<file path="config.mk">
export PLATFORM = sky130hd
export DESIGN_NAME = pc_fetch_unit
export DESIGN_NICKNAME = d
export VERILOG_FILES = /design/src/rtl/pc_fetch_unit.sv
export SDC_FILE = /design/constraint.sdc
export NUM_CORES = 1
export LEC_CHECK = 0
export CORE_MARGIN = 4
export CORE_UTILIZATION = 35
export CTS_BUF_LIST = sky130_fd_sc_hd__clkbuf_4
export CTS_CLUSTER_DIAMETER = 30
export DETAILED_ROUTE_END_ITERATION = 16
export PLACE_DENSITY = 0.67
export SYNTH_ARGS = -nofsm -noshare
export SYNTH_HDL_FRONTEND = slang
export SYNTH_SLANG_ARGS = --single-unit
</file>
<file path="constraint.sdc">
create_clock -name clk -period 2.7 [get_ports clk]
set_clock_uncertainty 0.1 [all_clocks]
set_input_delay 0.27 -clock clk [delete_from_list [all_inputs] [get_ports clk]]
set_output_delay 0.27 -clock clk [all_outputs]
set_load 0.005 [all_outputs]
</file>
<file path="src/rtl/pc_fetch_unit.sv">
// Instruction fetch front end: owns the PC, issues one instruction-memory
// request at a time and hands fetched words to decode, honouring decode
// back-pressure (stall) and branch redirects (pc_sel_taken) with no delay slot.
//
//   state  | meaning
//   -------+-----------------------------------------------------------------
//   IDLE   | first cycle after reset; no request, inputs ignored
//   FETCH  | request outstanding at req_addr until imem_ack
//   HOLD   | captured instruction held for a stalled decode; no request
//
// kill marks an outstanding request whose data must be dropped because a
// redirect arrived before its ack; the request address is not changed
// mid-transaction, so the redirect target is fetched once the old ack lands.

module pc_fetch_unit #(
  parameter logic [31:0] RESET_VECTOR = 32'h0000_0000
) (
  input  logic        clk,
  input  logic        rst_n,
  input  logic [31:0] next_pc,
  input  logic        pc_sel_taken,
  input  logic        stall,
  output logic        imem_req,
  output logic [31:0] imem_addr,
  input  logic        imem_ack,
  input  logic [31:0] imem_rdata,
  output logic [31:0] pc_plus4,
  output logic [31:0] pc_out,
  output logic [31:0] instr_out,
  output logic        instr_valid
);

  typedef enum logic [1:0] {
    S_IDLE  = 2'd0,
    S_FETCH = 2'd1,
    S_HOLD  = 2'd2
  } state_t;

  state_t      state, state_nxt;
  logic [31:0] pc, pc_nxt;
  logic [31:0] req_addr, req_addr_nxt;
  logic        kill, kill_nxt;
  logic [31:0] instr_nxt, pc_out_nxt;
  logic        valid_nxt;
  logic        redirect;

  // Incrementer feeding the external next-PC mux; wraps naturally at 2^32.
  assign pc_plus4  = pc + 32'd4;
  assign imem_addr = req_addr;
  assign redirect  = pc_sel_taken & ~stall;

  // Next-state and datapath update decisions.
  always_comb begin
    state_nxt    = state;
    pc_nxt       = pc;
    req_addr_nxt = req_addr;
    kill_nxt     = kill;
    instr_nxt    = instr_out;
    pc_out_nxt   = pc_out;
    valid_nxt    = instr_valid;

    case (state)
      S_IDLE: begin
        state_nxt    = S_FETCH;
        req_addr_nxt = pc;
      end

      S_FETCH: begin
        if (imem_ack) begin
          if (kill) begin
            // Stale data from before a redirect: drop it and start on the new pc.
            kill_nxt  = 1'b0;
            valid_nxt = 1'b0;
            if (redirect) begin
              pc_nxt       = next_pc;
              req_addr_nxt = next_pc;
            end else begin
              req_addr_nxt = pc;
            end
          end else if (stall) begin
            instr_nxt  = imem_rdata;
            pc_out_nxt = req_addr;
            valid_nxt  = 1'b1;
            state_nxt  = S_HOLD;
          end else if (pc_sel_taken) begin
            valid_nxt    = 1'b0;
            pc_nxt       = next_pc;
            req_addr_nxt = next_pc;
          end else begin
            instr_nxt    = imem_rdata;
            pc_out_nxt   = req_addr;
            valid_nxt    = 1'b1;
            pc_nxt       = next_pc;
            req_addr_nxt = next_pc;
          end
        end else if (!stall) begin
          // No data this cycle: bubble. A redirect cannot cancel the bus
          // transaction, so remember to discard its data instead.
          valid_nxt = 1'b0;
          if (pc_sel_taken) begin
            pc_nxt   = next_pc;
            kill_nxt = 1'b1;
          end
        end
      end

      S_HOLD: begin
        // Decode takes the held word this cycle; what follows comes from
        // next_pc, which is either pc+4 or the redirect target.
        if (!stall) begin
          pc_nxt       = next_pc;
          req_addr_nxt = next_pc;
          valid_nxt    = 1'b0;
          state_nxt    = S_FETCH;
        end
      end

      default: begin
        state_nxt = S_IDLE;
      end
    endcase
  end

  // State and datapath registers; imem_req is registered so it cannot glitch.
  always_ff @(posedge clk or negedge rst_n) begin
    if (!rst_n) begin
      state       <= S_IDLE;
      pc          <= RESET_VECTOR;
      req_addr    <= RESET_VECTOR;
      kill        <= 1'b0;
      instr_out   <= 32'h0;
      pc_out      <= 32'h0;
      instr_valid <= 1'b0;
      imem_req    <= 1'b0;
    end else begin
      state       <= state_nxt;
      pc          <= pc_nxt;
      req_addr    <= req_addr_nxt;
      kill        <= kill_nxt;
      instr_out   <= instr_nxt;
      pc_out      <= pc_out_nxt;
      instr_valid <= valid_nxt;
      imem_req    <= (state_nxt == S_FETCH);
    end
  end

endmodule

</file>
# Word-level counts from Yosys, hierarchy flattened
# Cells that the tools add are included.
[word_totals]
word_cells = 57
rom_bits = 0
latchBits = 0
in_bits = 69
ram_bits = 0
regBits = 133
n_memories = 0
output_inout_bits = 130
[op_classes]
bitwise_logic = 3
n_lt_le_gt_ge = 0
div = 0
mux = 29
shifts = 0
mul = 0
reduce_logical = 8
add_sub_neg = 1
eq_ne = 8
[op_table]
columns = ["op", "n"]
rows = [
  ["$mux 32", 13],
  ["$pmux 32 s3", 1],
  ["$pmux 32 s2", 1],
  ["$add 32x3->32 const B", 1],
  ["$mux 1", 8],
  ["$mux 2", 4],
  ["$ne 3x3->1 const B", 2],
  ["$pmux 2 s3", 1],
  ["$reduce_and 3->1", 2],
  ["$eq 2x1->1 const B", 2],
  ["$ne 2x1->1 const B", 2],
  ["$reduce_and 4->1", 1],
  ["$reduce_bool 2->1", 2],
  ["$reduce_bool 3->1", 1],
  ["$eq 2x2->1 const B", 1],
  ["$logic_not 2->1", 1],
  ["$ne 2x2->1 const B", 1],
  ["$not 1->1", 2],
  ["$pmux 1 s2", 1],
  ["$reduce_and 2->1", 1],
  ["$and 1x1->1", 1],
]

# Longest topological paths before layout
[depth]
ltp_word = 6
ltp_mapped = 8
ltp_nobuf = 6

# Least setup slack after synthesis
# OpenSTA, ideal clock, no wires.
[synth_path]
kind = "register to register"
start = "register state[1]"
end = "register pc[0]"
period_less_slack_ns = 1.927
n_path_buf = 2
required_ns = 2.475
path_stages_with_launch = 9
arrival_time_ns = 1.702
setup_slack_ns = 0.773
setup_time_ns = 0.125
path_cell_list = "dfrtp_1 > inv_1 > ha_1 > buf_2 > nand2b_1 > o21a_2 > nand2_2 > buf_6 > mux2_2"
[synth_via]
elab_chain_len = 3
word_cells_on_any_way = 7
cone_classes = "4 x eq/ne; 1 x mux; 2 x reduce/logical"
[synth_lines]
columns = ["item", "line", "rtl"]
rows = [
  ["from (decl)", "39", "state_t state, state_nxt;"],
  ["from (signal assigned)", "136", "state <= state_nxt;"],
  ["$eq 2x1->1 or $eq 2x2->1 (tied branches)", "62", "case (state)"],
  ["$ne 3x3->1 (no line) or $reduce_bool 2->1 (tied branches)", "--", ""],
  ["$reduce_and 3->1 (no line)", "--", ""],
  ["to (signal assigned)", "137", "pc <= pc_nxt;"],
  ["to (decl)", "40", "logic [31:0] pc, pc_nxt;"],
]
# Parallel ways exist; a longest one is shown, timed or not.
# A chain may end at the register's enable or synchronous reset.

# Worst setup path after layout
[layout_path]
start = "register pc[9]"
end = "output pc_plus4[21]"
[layout_via]
elab_chain_len = 1
[layout_lines]
columns = ["item", "line", "rtl"]
rows = [
  ["$add 32x3->32", "48", "assign pc_plus4 = pc + 32'd4;"],
  ["to (decl)", "27", "output logic [31:0] pc_plus4,"],
]
# Every way passes these cells.

==> run metrics <==
Seq/Total Area, Yosys=0.474; Hold Fails Final Rpt=0; clk root buf=clkbuf_4; first-pass GRT wire length=around 32000 um; Nets=approximately 900; antenna violations before repair=0; CTS Buffer Depth=2; CTS H-tree lvls=4; worst stage delay on the critical path=~0.53 ns; Initial DRC Count=335; setup ws final=-0.0591 ns; DIE HEIGHT=150 um; Rows=a little over 50; PwrDens=1270 mW/mm^2; # clock sinks=133; Via density=around 5.1; Tightest Pin Transition=between 0.4 and 0.5 ns; FF-to-FF setup slack=0.50 ns; DP HPWL=approximately 14000 um; Synth Area in XOR/XNOR=0.0350; mapped cell area=0.00701 sq mm; Worst Path Max Fanout=7; Final setup viols=1; drt drc=0; total grt overflow=0; WL final=approximately 21000 um; crit path cell chain=nand3_2 -> nor3_4 -> buf_12 -> nand4_1 -> xnor2_1 -> clkdlybuf4s50_1; Die W=~150 um; syn_area_per_cell=around 12 sq um; Top FF cell, synth=dfrtp_1; Clock Latency Late Sink=about 0.55 ns; Die ar.=between 0.02 and 0.025 sq mm; GRT Overall Usage=0.183; Post-Synth Simple-Gate Area=0.0963; VDD IR max=0.740 mV; WS Path Type=flop to output port; CTS tree=built; Port Buf Inserts=~200; Distinct cells, synth=46; TritonRoute pass-1 iters=6; Pins Over Slew Limit=0; Async SR Flop Fraction=1.00; main combinational cell family by area after synthesis=multiplexers; share of layout cells above drive strength 1=0.272; cells after synthesis=about 600; area grow syn2layout=42.8%; CTS Buf Count=17; Max Cap Violations=0; reg-to-reg critical path endpoint=pc[20]; FF-to-FF path depth=8; largest cells by area after synthesis=dfrtp_1 (47%), mux2_2 (14%), mux2i_1 (9.1%); post-synthesis compound-gate area fraction=0.0990; Synth Register Bits=133; failing checks=setup timing; CP Launch Type=flop; unrepaired setup endpoints after global routing=true; core area=approximately 0.020 sq mm; synth warn=0; number of flops mapped to enable cells by yosys=0; period utilization=1.02; Ant. Diodes=0; status=finished with violations; Crit path arrival time=about 2.4 ns; Setup crit end kind=output port; Req. time, crit path=between 2 and 2.5 ns; DR WL/cell=approximately 19 um; GPL Wtd Cong=about 0.74; vias in the first global route=between 5000 and 6000; post-route ant nets=0; CP max stage cell=clkdlybuf4s50_1; FF-to-FF Start=state[1]; Clock transition at path regs=approximately 0.13 ns; final std cells w/o fill=approximately 1100; LEAKAGE=~4.4 nW; Period minus WS final=2.76 ns; post-synthesis net count=approximately 670; area fraction of the dominant cell type after synthesis=0.474; post-synth top area cell=dfrtp_1; Slew HR=0.676; highest clock rate=0.362 GHz; Placed Cells=just over 1000; vias=5674; pin count of the biggest net entering global routing=61; initial core utilization=0.358; Hold Path Class=primary input to asynchronous set/reset pin; io pins=roughly 200; pre-CTS setup slack=about 0.13 ns; mux contribution to synthesized area=0.244; Post-Synth Adder-Cell Area=0.00892
## placed cells by master (no fill, tap or decap), drive strengths merged, types with 2 or more instances in the layout
| master | instances |
|---|---|
| a21oi | 7 |
| a22o | 32 |
| and3 | 4 |
| and4 | 3 |
| buf | 62 |
| bufinv | 3 |
| clkbuf | 19 |
| clkdlybuf4s15 | 4 |
| clkdlybuf4s50 | 174 |
| clkinv | 8 |
| clkinvlp | 3 |
| dfrtp | 133 |
| dlygate4sd2 | 7 |
| dlymetal6s2s | 9 |
| ha | 5 |
| inv | 8 |
| mux2 | 95 |
| mux2i | 64 |
| nand2 | 15 |
| nand2b | 2 |
| nand3 | 16 |
| nand3b | 2 |
| nand4 | 9 |
| nor2 | 69 |
| nor3 | 6 |
| o21ai | 3 |
| o221ai | 32 |
| o2bb2ai | 2 |
| xnor2 | 24 |
| xor2 | 4 |
## sequential cells by signal (all words and copies together) (netlist names)
register,flops
state,2
imem_req,1
pc,32
imem_addr,32
kill,1
instr_valid,1
pc_out,32
instr_out,32
## worst max-delay path by stage
stage | start | endpoint | slack, ns | cells past startpoint
after floorplan | state[1] | pc[0] | 0.77 | 8
after global placement | pc[11] | pc_plus4[28] | 0.18 | 5
after detailed placement | pc[11] | pc_plus4[28] | 0.13 | 5
after CTS | pc[8] | pc_plus4[13] | -0.20 | 5
after global routing | pc[5] | pc_plus4[21] | -0.24 | 6
final | pc[9] | pc_plus4[21] | -0.06 | 6
## cell usage after synthesis (all sizes together), types with 2 or more instances
| master | n |
|---|---|
| and4 | 3 |
| inv | 8 |
| dfrtp | 133 |
| nand2b | 2 |
| nand2 | 15 |
| a22o | 32 |
| nand3 | 16 |
| nand3b | 2 |
| xnor2 | 24 |
| and3 | 4 |
| clkbuf | 14 |
| mux2 | 95 |
| buf | 33 |
| o21ai | 3 |
| o221ai | 32 |
| a21oi | 7 |
| ha | 5 |
| nor3 | 6 |
| o2bb2ai | 2 |
| nor2 | 69 |
| mux2i | 64 |
| nand4 | 9 |
| xor2 | 4 |
## through the flow
| step | utilization | setup TNS (ns) | area [sq um] | hold slack, ns | power [W] |
|---|---|---|---|---|---|
| 2_1_floorplan | - | 0 | 7010 | -0.126 | 0.00784 |
| 3_3_place_gp | 0.476 | 0 | 9320 | 0.129 | 0.0110 |
| 4_1_cts | 0.502 | -1.16 | 9840 | 0.0686 | 0.0127 |
| 5_1_grt | 0.511 | -0.396 | 10000 | 0.0861 | 0.0137 |
| 3_5_place_dp | 0.476 | 0 | 9320 | 0.125 | 0.0111 |
| 6_report | 0.511 | -0.0591 | 10000 | 0.0962 | 0.0127 |
## critical path, delay by kind of cell (launching register included)
kind | cells | cell delay, ns
XOR/XNOR | 1 | 0.19
buffers and inverters | 2 | 0.69
flip-flops | 1 | 0.42
AND/OR/NAND/NOR | 3 | 0.54
## cells by family (layout without fill, tap and decap cells)
logic type | Yosys count | after routing
buffers and inverters | 55 | 298
adder cells (fa/ha/maj) | 5 | 5
AND/OR/NAND/NOR | 133 | 133
flip-flops | 133 | 133
AO/OA/AOI/OAI | 82 | 82
XOR/XNOR | 28 | 28
multiplexers | 159 | 159
## report_power, final
part | internal [W] | switching [W]
Clock | 0.000644 | 0.000800
Sequential | 0.00305 | 0.000826
Combinational | 0.00423 | 0.00316
Total | 0.00793 | 0.00479
## layer usage
metal / track usage / part of all wire / vias up
met5: 0 / 0 / -
met4: 0.0412 / 0.011 / 0
met3: 0.0603 / 0.086 / 21
met2: 0.298 / 0.47 / 221
met1: 0.239 / 0.44 / 2789
li1: - / - / 2643
## area by class of cell
type | count | area (sq um)
clock buffers | 18 | 135
inverters | 8 | 30.0
well taps | 265 | 332
repair buffers | 258 | 2520
clock inverters | 14 | 161
multi-input cells | 407 | 3480
fillers | 1779 | 9580
flip-flops and latches | 133 | 3350
## repair_timing
item,in CTS,in global routing
hold buffers,1,0
endpoints found under the setup margin,22,15
pin swaps,6,7
buffers inserted,24,11
hold endpoints to repair,102,0
resized for setup,36,30
No activity file was read; power rests on OpenSTA's default activity.
